**config.mk**
```make
export PLATFORM = sky130hd
export DESIGN_NAME = u_shifter
export DESIGN_NICKNAME = d
export VERILOG_FILES = /design/src/rtl/u_shifter.sv
export SDC_FILE = /design/constraint.sdc
export NUM_CORES = 1
export LEC_CHECK = 0
export CORE_ASPECT_RATIO = 2
export CORE_UTILIZATION = 51
export CTS_CLUSTER_SIZE = 14
export DETAILED_ROUTE_END_ITERATION = 10
export PLACE_DENSITY_LB_ADDON = 0.1
export SYNTH_ARGS = -nofsm -noshare
export SYNTH_HDL_FRONTEND = slang
export SYNTH_SLANG_ARGS = --single-unit
export TNS_END_PERCENT = 1
```
**constraint.sdc**
```tcl
create_clock -name clk -period 3.4 [get_ports clk]
set_input_delay 0.68 -clock clk [delete_from_list [all_inputs] [get_ports clk]]
set_output_delay 0.68 -clock clk [all_outputs]
set_load 0.01 [all_outputs]
```
**src/rtl/u_shifter.sv**
```systemverilog
// 32-bit shift unit for the SimpleRisc execute stage: LSL/LSR/ASR by 0-31
// through a logarithmic barrel shifter, with one registered result stage.
module u_shifter #(
   parameter int WIDTH = 32,
   parameter int SHW   = 5
) (
   input  logic             clk,
   input  logic             rst_n,
   input  logic             in_valid,
   input  logic [WIDTH-1:0] m,
   input  logic [SHW-1:0]   n,
   input  logic             is_lsl,
   input  logic             is_lsr,
   input  logic             is_asr,
   output logic [WIDTH-1:0] aluResult,
   output logic             out_valid
);

   logic [WIDTH-1:0]         m_rev;
   logic [WIDTH-1:0]         shifted_rev;
   logic [WIDTH-1:0]         shifted;
   logic [WIDTH-1:0]         result;
   logic [SHW:0][WIDTH-1:0]  stage;
   logic                     fill;

   // Left shifts reuse the right-shift chain by reversing the bits on the way in and out.
   for (genvar i = 0; i < WIDTH; i++) begin : g_rev
      assign m_rev[i]       = m[WIDTH-1-i];
      assign shifted_rev[i] = stage[SHW][WIDTH-1-i];
   end

   assign fill     = is_asr & ~is_lsr & ~is_lsl & m[WIDTH-1];
   assign stage[0] = is_lsl ? m_rev : m;

   for (genvar s = 0; s < SHW; s++) begin : g_stage
      localparam int SH = 1 << s;
      assign stage[s+1] = n[s] ? {{SH{fill}}, stage[s][WIDTH-1:SH]} : stage[s];
   end

   always_comb begin
      shifted = stage[SHW];
      result  = m;
      if (is_lsl) begin
         result = shifted_rev;
      end else if (is_lsr || is_asr) begin
         result = shifted;
      end
   end

   always_ff @(posedge clk) begin
      if (!rst_n) begin
         aluResult <= '0;
         out_valid <= 1'b0;
      end else begin
         out_valid <= in_valid;
         if (in_valid) begin
            aluResult <= result;
         end
      end
   end

endmodule

```
==> results.sh <==
export IMPL_outcome="completed"
export IMPL_cts_path_max_buffers=2
export IMPL_die_y_um=137.7
export IMPL_nNetsFinal=683
export IMPL_syn_area_um2=4696
export IMPL_cts_setup_buffers=0
export IMPL_slew_headroom_pct=50.06
export IMPL_instances_no_fill=743
export IMPL_drt_total_wl_um=20630
export IMPL_finalCriticalPeriod_ps=3168
export IMPL_grt_max_degree=42
export IMPL_worst_r2r_startpoint="aluResult[9]$_SDFFE_PN0P_"
export IMPL_min_period_over_period_pct=93.16
export IMPL_setup_violations=0
export IMPL_gp_congestion=1.039
export IMPL_ys_seq_area_share_pct=14.07
export IMPL_synth_xor_area_share_pct=0.1865
export IMPL_io_pins=76
export IMPL_hold_class="reg2reg"
export IMPL_dieArea_um2=9618
export IMPL_drtIter0Drc=539
export IMPL_dr_pass1_iters=6
export IMPL_grt_pass1_wl_um=30780
export IMPL_r2r_end="aluResult[9]$_SDFFE_PN0P_"
export IMPL_tightest_slew_ps=746.4
export IMPL_ir_drop_mv=0.2032
export IMPL_drtAntennaViolNets=0
export IMPL_p_per_area_nw_per_um2=301.2
export IMPL_synth_top_family_by_area="multiplexers"
export IMPL_clock_power_share_pct=25.6
export IMPL_routedWlPerCell_um=27.76
export IMPL_cpMaxStageDelayCell="clkdlybuf4s50_1"
export IMPL_slew_viol_final=0
export IMPL_synth_compound_area_share_pct=29.12
export IMPL_worstRegToRegCells=2
export IMPL_p_comb_share_pct=49.4
export IMPL_routed_via_density=7.441
export IMPL_clock_latency_ps=280
export IMPL_maxCapViolations=0
export IMPL_synth_area_leaders="mux4_2, dfxtp_1, mux2i_1"
export IMPL_worstSetupStartpoint="m[19]"
export IMPL_rows=49
export IMPL_dp_cells=735
export IMPL_grtUsageTotal_pct=43.06
export IMPL_antenna_found_initial=1
export IMPL_grt_overflow_total=0
export IMPL_synthAdderAreaFrac_pct=0
export IMPL_cts_root_buffer_cell="clkbuf_16"
export IMPL_grt_pass1_vias=5266
export IMPL_p_sw_uw=665.0
export IMPL_min_path_cells=2
export IMPL_finalHoldViolations=0
export IMPL_worstPathRequired_ps=3560
export IMPL_path_class="in2reg"
export IMPL_slowest_delay_ps=600
export IMPL_dieWidth_um=69.85
export IMPL_synth_top_cell_by_area="mux4_2"
export IMPL_crit_chain="clkdlybuf4s50_1 -> buf_4 -> mux4_2 -> mux2_2 -> nor2_1 -> o311ai_0 -> a21oi_1 -> o21ai_0"
export IMPL_hold_buffers=0
export IMPL_synth_distinct_cells=64
export IMPL_ys_ff_latch=33
export IMPL_tns_ps=0
export IMPL_p_int_uw=1104
export IMPL_fin_skew_ps=0
export IMPL_cts_sinks=33
export IMPL_synth_edf_count=0
export IMPL_clk_pin_slew_ps=50
export IMPL_drive_gt1_share_pct=19.53
export IMPL_htree_levels=2
export IMPL_muxShareOfSynthArea_pct=35.12
export IMPL_synthArstFlopShare_pct=0
export IMPL_cts_made_buffers=5
export IMPL_vias=5529
export IMPL_worst_ep_arrival_time_ps=3330
export IMPL_worstHoldStart="aluResult[25]$_SDFFE_PN0P_"
export IMPL_ctsResizeCount=0
export IMPL_core_area_um2=8951
export IMPL_max_freq_ghz=0.3157
export IMPL_initial_utilization_pct=52.46
export IMPL_synthCells=556
export IMPL_synth_area_per_cell_um2=8.446
export IMPL_yosys_area_share_simple_pct=14.71
export IMPL_yosysTopAreaCellShare_pct=15.35
export IMPL_place_hpwl_um=15940
export IMPL_switching_share_pct=37.59
export IMPL_yosys_warnings=0
export IMPL_drc=0
export IMPL_rsz0062_at_grt="no"
export IMPL_r2r_slack_ps=2460
export IMPL_leakage_uw=0.002280
export IMPL_cts_tree="yes"
export IMPL_pwr_share_seq_pct=25.0
export IMPL_hold_end="aluResult[25]$_SDFFE_PN0P_"
export IMPL_syn_num_nets=599
export IMPL_end_kind="flip-flop"
export IMPL_start_kind="input port"
export IMPL_synthFlopType="dfxtp_1"
export IMPL_cp_max_fo=5
export IMPL_port_buffer_count=75
export IMPL_area_growth_pct=25.10
==> cell usage in the layout (no fill, tap or decap), types with 7 or more instances in the layout <==
master / count
a211oi_1: 22
a21o_1: 7
a21oi_1: 35
a22oi_1: 10
a31oi_1: 9
and2_1: 7
buf_4: 56
clkdlybuf4s50_1: 71
dfxtp_1: 33
mux2_2: 17
mux2i_1: 59
mux4_2: 32
nand2_1: 35
nand3_1: 10
nor2_1: 45
nor2b_1: 11
nor3_1: 13
o211ai_1: 9
o21ai_0: 41
o221ai_1: 15
==> final cells by class <==
cell class | count | area, µm²
Fill cell | 777 | 3077
Multi-Input combinational cell | 458 | 3716
Antenna cell | 1 | 2.502
Clock buffer | 7 | 142.6
Tap cell | 102 | 127.6
Sequential cell | 33 | 660.6
Timing Repair Buffer | 133 | 1191
Inverter | 9 | 33.78
==> power groups by stage <==
stage | Clock, µW | Sequential (µW) | Combinational, µW
after detailed placement | 0 | 449 | 845
after floorplan | 0 | 461 | 478
after CTS | 451 | 441 | 848
after global placement | 0 | 448 | 836
after global routing | 471 | 445 | 917
final | 453 | 442 | 875
==> cells in the mapped netlist (11+ instances only) <==
| master | count |
|---|---|
| dfxtp_1 | 33 |
| mux2i_1 | 59 |
| nor2b_1 | 11 |
| nor3_1 | 13 |
| nor2_1 | 45 |
| mux2_2 | 17 |
| a211oi_1 | 22 |
| a21oi_1 | 35 |
| clkbuf_1 | 27 |
| o21ai_0 | 41 |
| mux4_2 | 32 |
| nand2_1 | 35 |
| o221ai_1 | 15 |
| buf_2 | 15 |
==> registers in the layout (all words and copies together) (netlist names) <==
name / flops
aluResult: 32
out_valid: 1
==> worst max path at each step <==
stage                                       to  depth (start not counted)
floorplan           aluResult[23]$_SDFFE_PN0P_                         11
global placement    aluResult[23]$_SDFFE_PN0P_                          9
detailed placement  aluResult[22]$_SDFFE_PN0P_                          9
CTS                 aluResult[22]$_SDFFE_PN0P_                          9
global route         aluResult[2]$_SDFFE_PN0P_                          9
finish              aluResult[25]$_SDFFE_PN0P_                          8
==> layer usage <==
| metal | part of all wire, % | wire length, µm | up-vias | track usage [%] |
|---|---|---|---|---|
| met5 | 0 | 0 | - | 0 |
| met1 | 32 | 6629 | 2571 | 44.88 |
| li1 | - | - | 2384 | - |
| met2 | 49 | 10170 | 434 | 74.20 |
| met3 | 8.7 | 1805 | 140 | 7.681 |
| met4 | 9.8 | 2025 | 0 | 36.22 |
==> logic make-up after synthesis <==
group	count (synthesis)
flip-flops	33
multiplexers	114
AND/OR/NAND/NOR	144
AO/OA/AOI/OAI	199
XOR/XNOR	1
buffers and inverters	65
==> worst max-delay path, delay by kind of cell <==
family / cells / cell delay, ps
AOI/OAI and AO/OA: 3 / 750
muxes: 2 / 720
buffers and inverters: 2 / 850
and+or+nand+nor: 1 / 340
==> through the flow <==
step	power, µW	setup WS, ps	hold WS, ps	area (µm²)	utilization, %
global route	1832	220.8	494.8	5874	65.63
floorplan	938.8	644.8	483.5	4696	-
detailed placement	1294	90.09	448.8	5729	64.01
CTS	1740	382.8	461.0	5872	65.60
finish	1769	232.4	458.3	5874	65.63
global placement	1285	149.5	439.5	5729	64.01
(Power assumes the default switching activity.)
